--- src/rtl/stripe_sched_if.sv ---
// Byte-stream and lane-word bundle between the TX mux, the stripe scheduler and the lane serializers.
// Latency: none, wiring only.
// Backpressure: the scheduler drives in_ready; the lane side has no backpressure, and out_valid is a strobe.
// Ports: in_valid/in_data/in_sop/in_eop/in_tlp and in_ready carry the upstream byte stream;
//        TL0..TL3/out_valid/abort carry the registered lane word.
interface stripe_sched_if;
    logic       in_valid;
    logic [7:0] in_data;
    logic       in_sop;
    logic       in_eop;
    logic       in_tlp;
    logic       in_ready;
    logic [7:0] TL0;
    logic [7:0] TL1;
    logic [7:0] TL2;
    logic [7:0] TL3;
    logic       out_valid;
    logic       abort;

    // TX mux / environment side
    modport master (
        output in_valid, in_data, in_sop, in_eop, in_tlp,
        input  in_ready, TL0, TL1, TL2, TL3, out_valid, abort
    );

    // Scheduler side
    modport slave (
        input  in_valid, in_data, in_sop, in_eop, in_tlp,
        output in_ready, TL0, TL1, TL2, TL3, out_valid, abort
    );
endinterface

--- src/rtl/stripe_sched.sv ---
// 4-lane transmit scheduler: stripes upstream bytes onto TL0..TL3 and adds STP/SDP, END, EDB, PAD, IDL and COM+SKP framing.
// Latency: one symbol slot per clk; a symbol written in slot k reaches TLk at the next slot-3 edge, and out_valid follows for one cycle.
// Backpressure: in_ready is high only while a packet body streams (decoded from state); a missing byte then aborts the packet with EDB.
// Ports: clk, reset_L (async active low); bus.slave carries the upstream byte handshake (in_*), the lane word
//        TL0..TL3 with its out_valid strobe, and an abort pulse that marks EDB insertion.
module stripe_sched #(
    parameter int SKP_INTERVAL = 64    // words between SKP ordered-set requests, 2..1023
) (
    input  logic          clk,
    input  logic          reset_L,
    stripe_sched_if.slave bus
);

    // Symbol encodings; these must agree with the unstriping side.
    localparam logic [7:0] SYM_COM = 8'hBC;
    localparam logic [7:0] SYM_PAD = 8'hF7;
    localparam logic [7:0] SYM_SKP = 8'h1C;
    localparam logic [7:0] SYM_STP = 8'hFB;
    localparam logic [7:0] SYM_SDP = 8'h5C;
    localparam logic [7:0] SYM_END = 8'hFD;
    localparam logic [7:0] SYM_EDB = 8'hFE;
    localparam logic [7:0] SYM_IDL = 8'h7C;

    localparam logic [9:0] SKP_LAST = 10'(SKP_INTERVAL - 1);

    typedef enum logic [2:0] {
        ST_IDLE,
        ST_SKP,
        ST_DATA,
        ST_ENDS,
        ST_PAD
    } state_t;

    state_t     state;
    state_t     state_nxt;

    logic [1:0] slot_c;       // lane slot being written this cycle
    logic       word_end;     // slot 3: the word is handed to the lanes on this edge
    logic [7:0] slot0;
    logic [7:0] slot1;
    logic [7:0] slot2;

    logic [7:0] sym;          // symbol written into slot[slot_c] this cycle
    logic       in_rdy;
    logic       abort_nxt;
    logic       skp_enter;    // COM is being written; the pending SKP request is being served

    logic [9:0] skp_cnt;
    logic       skp_pend;

    assign word_end = (slot_c == 2'd3);

    // ------------------------------------------------------------------
    // FSM: state register
    // ------------------------------------------------------------------
    always_ff @(posedge clk or negedge reset_L) begin
        if (!reset_L) begin
            state <= ST_IDLE;
        end else begin
            state <= state_nxt;
        end
    end

    // ------------------------------------------------------------------
    // FSM: next-state logic
    // Packet starts and SKP sets only begin at slot 0, so STP/SDP and COM
    // always sit in lane 0. Every other exit back to IDLE happens at slot 3,
    // which keeps IDLE aligned to word boundaries.
    // ------------------------------------------------------------------
    always_comb begin
        state_nxt = state;
        case (state)
            ST_IDLE: begin
                if (slot_c == 2'd0) begin
                    // A pending SKP wins over a packet start in the same slot.
                    if (skp_pend) begin
                        state_nxt = ST_SKP;
                    end else if (bus.in_valid && bus.in_sop) begin
                        state_nxt = ST_DATA;
                    end
                end
            end
            ST_SKP: begin
                if (word_end) begin
                    state_nxt = ST_IDLE;
                end
            end
            ST_DATA: begin
                if (bus.in_valid) begin
                    if (bus.in_eop) begin
                        state_nxt = ST_ENDS;
                    end
                end else begin
                    // Underrun: EDB goes in this slot, and PAD fills out the word.
                    state_nxt = word_end ? ST_IDLE : ST_PAD;
                end
            end
            ST_ENDS: begin
                state_nxt = word_end ? ST_IDLE : ST_PAD;
            end
            ST_PAD: begin
                if (word_end) begin
                    state_nxt = ST_IDLE;
                end
            end
            default: begin
                state_nxt = ST_IDLE;
            end
        endcase
    end

    // ------------------------------------------------------------------
    // FSM: outputs (symbol for this slot, handshake, abort request)
    // in_ready depends only on state. The sop byte is not consumed in IDLE:
    // it is consumed as the first data byte in the first DATA slot. Any sop
    // seen inside DATA is treated as an ordinary data byte.
    // ------------------------------------------------------------------
    always_comb begin
        sym       = SYM_IDL;
        in_rdy    = 1'b0;
        abort_nxt = 1'b0;
        skp_enter = 1'b0;
        case (state)
            ST_IDLE: begin
                if (slot_c == 2'd0) begin
                    if (skp_pend) begin
                        sym       = SYM_COM;
                        skp_enter = 1'b1;
                    end else if (bus.in_valid && bus.in_sop) begin
                        sym = bus.in_tlp ? SYM_STP : SYM_SDP;
                    end
                end
            end
            ST_SKP: begin
                sym = SYM_SKP;
            end
            ST_DATA: begin
                in_rdy = 1'b1;
                if (bus.in_valid) begin
                    sym = bus.in_data;
                end else begin
                    sym       = SYM_EDB;
                    abort_nxt = 1'b1;
                end
            end
            ST_ENDS: begin
                sym = SYM_END;
            end
            ST_PAD: begin
                sym = SYM_PAD;
            end
            default: begin
                sym = SYM_IDL;
            end
        endcase
    end

    assign bus.in_ready = in_rdy;

    // ------------------------------------------------------------------
    // Slot counter and word assembly. Slots 0..2 are held in shadow
    // registers; slot 3 bypasses straight into TL3 on the transfer edge.
    // ------------------------------------------------------------------
    always_ff @(posedge clk or negedge reset_L) begin
        if (!reset_L) begin
            slot_c <= 2'd0;
            slot0  <= SYM_IDL;
            slot1  <= SYM_IDL;
            slot2  <= SYM_IDL;
        end else begin
            slot_c <= slot_c + 2'd1;
            case (slot_c)
                2'd0:    slot0 <= sym;
                2'd1:    slot1 <= sym;
                2'd2:    slot2 <= sym;
                default: ;
            endcase
        end
    end

    always_ff @(posedge clk or negedge reset_L) begin
        if (!reset_L) begin
            bus.TL0       <= SYM_IDL;
            bus.TL1       <= SYM_IDL;
            bus.TL2       <= SYM_IDL;
            bus.TL3       <= SYM_IDL;
            bus.out_valid <= 1'b0;
            bus.abort     <= 1'b0;
        end else begin
            bus.out_valid <= word_end;
            bus.abort     <= abort_nxt;
            if (word_end) begin
                bus.TL0 <= slot0;
                bus.TL1 <= slot1;
                bus.TL2 <= slot2;
                bus.TL3 <= sym;
            end
        end
    end

    // ------------------------------------------------------------------
    // SKP scheduling: count transferred words and raise a request every
    // SKP_INTERVAL words. The request stays pending through a packet, and
    // the counter keeps running, until IDLE reaches slot 0.
    // ------------------------------------------------------------------
    always_ff @(posedge clk or negedge reset_L) begin
        if (!reset_L) begin
            skp_cnt  <= 10'd0;
            skp_pend <= 1'b0;
        end else begin
            if (word_end) begin
                if (skp_cnt == SKP_LAST) begin
                    skp_cnt  <= 10'd0;
                    skp_pend <= 1'b1;
                end else begin
                    skp_cnt <= skp_cnt + 10'd1;
                end
            end
            // Serving happens at slot 0 and raising at slot 3, so the two never collide.
            if (skp_enter) begin
                skp_pend <= 1'b0;
            end
        end
    end

endmodule

--- src/flat_wrapper.sv ---
// flat-port wrapper written by rule: the top's interface ports become plain ports
module stripe_sched_flat 
#(
    parameter int SKP_INTERVAL = 64                                                      
)
  (clk, reset_L, bus_in_valid, bus_in_data, bus_in_sop, bus_in_eop, bus_in_tlp, bus_in_ready, bus_TL0, bus_TL1, bus_TL2, bus_TL3, bus_out_valid, bus_abort);
  stripe_sched_if bus_i ();
  input  logic clk;
  input  logic reset_L;
  input wire logic [$bits(bus_i.in_valid)-1:0] bus_in_valid;
  input wire logic [$bits(bus_i.in_data)-1:0] bus_in_data;
  input wire logic [$bits(bus_i.in_sop)-1:0] bus_in_sop;
  input wire logic [$bits(bus_i.in_eop)-1:0] bus_in_eop;
  input wire logic [$bits(bus_i.in_tlp)-1:0] bus_in_tlp;
  output wire logic [$bits(bus_i.in_ready)-1:0] bus_in_ready;
  output wire logic [$bits(bus_i.TL0)-1:0] bus_TL0;
  output wire logic [$bits(bus_i.TL1)-1:0] bus_TL1;
  output wire logic [$bits(bus_i.TL2)-1:0] bus_TL2;
  output wire logic [$bits(bus_i.TL3)-1:0] bus_TL3;
  output wire logic [$bits(bus_i.out_valid)-1:0] bus_out_valid;
  output wire logic [$bits(bus_i.abort)-1:0] bus_abort;
  assign bus_i.in_valid = bus_in_valid;
  assign bus_i.in_data = bus_in_data;
  assign bus_i.in_sop = bus_in_sop;
  assign bus_i.in_eop = bus_in_eop;
  assign bus_i.in_tlp = bus_in_tlp;
  assign bus_in_ready = bus_i.in_ready;
  assign bus_TL0 = bus_i.TL0;
  assign bus_TL1 = bus_i.TL1;
  assign bus_TL2 = bus_i.TL2;
  assign bus_TL3 = bus_i.TL3;
  assign bus_out_valid = bus_i.out_valid;
  assign bus_abort = bus_i.abort;
  stripe_sched #(.SKP_INTERVAL(SKP_INTERVAL)) u_core (.clk(clk), .reset_L(reset_L), .bus(bus_i));
endmodule
--- config.mk ---
export PLATFORM = sky130hd
export DESIGN_NAME = stripe_sched_flat
export DESIGN_NICKNAME = d
export VERILOG_FILES = /design/src/rtl/stripe_sched_if.sv /design/src/rtl/stripe_sched.sv /design/src/flat_wrapper.sv
export SDC_FILE = /design/constraint.sdc
export NUM_CORES = 1
export LEC_CHECK = 0
export ABC_AREA = 1
export CORE_MARGIN = 3
export CORE_UTILIZATION = 35
export DETAILED_ROUTE_END_ITERATION = 8
export PLACE_DENSITY_LB_ADDON = 0.3
export REMOVE_ABC_BUFFERS = 1
export SETUP_SLACK_MARGIN = 0.3
export SYNTH_ARGS = -nofsm -noshare
export SYNTH_HDL_FRONTEND = slang
export SYNTH_SLANG_ARGS = --single-unit
--- constraint.sdc ---
create_clock -name clk -period 1.4 [get_ports clk]
set_input_delay 0.35 -clock clk [delete_from_list [all_inputs] [get_ports clk]]
set_output_delay 0.35 -clock clk [all_outputs]
set_load 0.01 [all_outputs]
==> out/metrics.csv <==
metric,value,unit
combinational power share,39.9,%
Synth Area in Compound Gates,4.530,%
gr usage total,18.18,%
XOR/XNOR Fraction of Synth Area,0.5241,%
Die H,103.7,um
worst-path fanout max,2,
unrepaired setup endpoints after global routing,true,
post-synthesis sequential area ratio,56.72,%
io pins,49,
Mapped Cells,399,
clock skew,0.01488,ns
Max-Cap Viols,0,
min Tclk post-route,1.447,ns
DIE WIDTH,103.7,um
hpwl dp,5.463,mm
"Cell Area, Placed",4180,um2
status,"complete, but fails checks",
die area,10760,um2
Post-Synth Adder-Cell Area,1.872,%
Clock Tree Buf Depth,2,
1st-iter DRT viols,127,
DR WL/cell,15.21,um
DR DRC count,0,
Highest Clock Rate,691.3,MHz
footprint of the multi-input gates,1901,um2
first-pass GRT wire length,15.73,mm
"EDFF count, synth",0,
vias in the first global route,3113,
CTS tree,yes,
Clk network pwr share,23.7,%
vias per cell,4.733,
main combinational cell family by area after synthesis,simple AND/OR/NAND/NOR gates,
largest net degree at the start of global routing,37,
Flop pwr share,36.4,%
Final #Nets,549,
P&R area growth vs syn,74.69,%
YS warnings,0,
core area,9240,um2
Tightest Hold Check Type,in2async,
switching share of power,34.48,%
CP endpoint kind,output port,
leading area contributor after synthesis,dfrtp_1,
Hold WS,0.4234,ns
routability cong.,0.8099,
Synth Area in Simple Gates,30.25,%
CP Launch Type,flop,
via count,3143,
PwrDens,1609,nW/um2
worst slew pin tran,0.2968,ns
"Slew Viols, Final",0,
Post-DRT Antenna Nets,0,
Port Buffers,48,
#FFs+latches synth,74,
"Top FF cell, synth",dfrtp_1,
ANT cells,0,
"Remaining Overflow, GRT",0,
FILL cells,693,
failing checks,negative setup slack,
"count leader, synth",nand2_1,
clock buffer count from CTS,9,
final setup violating endpoints,3,
proportion of layout cells with a drive suffix above 1,59.44,%
peak supply drop,0.0009171,V
Crit Path Class,reg2out,
NetSw,3.238,mW
Synth top area share,29.20,%
register area,1896,um2
later-pin clock latency in the skew report,0.35,ns
WL final,10.10,mm
post-synthesis mux area share,0,%
worst setup margin,-0.04665,ns
Worst slew margin,80.16,%
Mean Syn Cell Area,8.376,um2
clock root buffer,clkbuf_8,
Crit path required time,1.05,ns
design area,5838,um2
post-synthesis async set-or-reset flop share,100.0,%
Final Hold Fails,0,
top post-synthesis cells by area,"dfrtp_1 29%, dfstp_2 28%, nand2_1 19%, inv_1 3.9%, nand3_1 3.4%",
site row count,35,
Worst Path Arrival,1.10,ns
Finished Core Util,63.18,%
crit share post-route,103.3,%
"Distinct cells, synth",29,
Pint,6.153,mW
clock-pin slew on the worst setup and hold paths,0.08,ns
first drt pass iteration count,4,
htree depth,3,
CTS Sinks,74,
initial core utilization,36.17,%
initial antenna violation count,0,
Pwr Total,9.392,mW
synth cell count leaders,"167 x nand2_1, 39 x dfrtp_1, 35 x dfstp_2, 35 x inv_1, 23 x nand3_1",
Synth Cell Area,3342,um2
Leak Pwr,2.932,nW
critical path: stages, from the launching register on:
cell	delay, ns
dfrtp_1	0.38
buf_4	0.14
nor2_4	0.11
buf_6	0.11
state kept, by name (all words and copies together) (netlist names):
signal,flops
u_core.bus.out_valid,1
u_core.slot2,8
u_core.bus.TL0,8
u_core.slot1,8
u_core.skp_cnt,10
u_core.slot_c,2
u_core.slot0,8
u_core.skp_pend,1
u_core.bus.abort,1
u_core.bus.TL3,8
u_core.bus.TL1,8
u_core.state,3
u_core.bus.TL2,8
through the flow:
step                       TNS, ns  std cells  setup WS [ns]
after floorplan             -25.43        386        -0.9906
after global placement      -6.539        592        -0.2660
after detailed placement    -7.276        592        -0.2873
after CTS                 -0.02422        636       -0.02422
after global routing        -1.060        664        -0.1179
final                     -0.09184        664       -0.04665
path summary, 6_finish.rpt:
check	to	slack, ns	cells after the start	startpoint
max	bus_in_ready	-0.05	3	u_core.state[0]
min	u_core.bus.TL2[7]	0.42	2	reset_L
max reg2reg	u_core.slot1[0]	-0.04	9	u_core.slot_c[0]
min reg2reg	u_core.bus.TL0[6]	0.48	2	u_core.bus.TL0[6]
max in group asynchronous	u_core.bus.TL0[2]	0.42	3	reset_L
min in group clk	u_core.bus.TL0[6]	0.48	2	u_core.bus.TL0[6]
cells by family (layout without fill, tap and decap cells):
| family | after synthesis | in the layout |
|---|---|---|
| simple gates | 237 | 237 |
| flops | 74 | 74 |
| fa+ha+maj | 5 | 5 |
| xor+xnor | 2 | 2 |
| buf+inv | 53 | 189 |
| compound gates | 28 | 28 |
placed cells by master, fill, tap and decap left out, types with 7 or more instances in the layout:
master	instances
nand2_1	89
buf_4	50
nor2_4	10
buf_2	10
o21ai_1	11
o21ai_2	9
buf_12	10
clkbuf_8	9
dfstp_2	35
dfrtp_1	39
nand2_2	50
nor2_1	11
nand3_1	16
nand2_4	35
clkdlybuf4s50_1	11
inv_1	29
buf_6	38
inv_2	7
layout make-up:
type	count	area share [%]
inverters	40	2.829
flip-flops and latches	74	32.47
repair buffers	133	24.84
multi-input cells	272	32.55
clock inverters	6	2.357
clock buffers	10	2.186
well taps	129	2.765
per-layer routing:
layer	GRT usage, %	part of all wire (%)
met5	0	0
met4	7.312	2.1
met3	3.364	4.3
met2	30.09	51
met1	23.60	42
timing repair:
action,in CTS,in global routing
setup endpoints to repair,105,124
gates cloned,6,2
hold endpoints to repair,7,0
setup buffers,21,26
hold buffers,1,0
resized for setup,307,90
pin swaps,35,40
power by group through the flow:
stage / Sequential [mW] / Combinational [mW] / Clock (mW)
5_1_grt: 3.48 / 4.09 / 2.33
4_1_cts: 3.37 / 3.00 / 2.25
6_report: 3.42 / 3.75 / 2.23
3_5_place_dp: 3.31 / 2.66 / 0
2_1_floorplan: 3.47 / 1.22 / 0
3_3_place_gp: 3.30 / 2.61 / 0
Note: power is estimated with default switching activity, not from simulation.
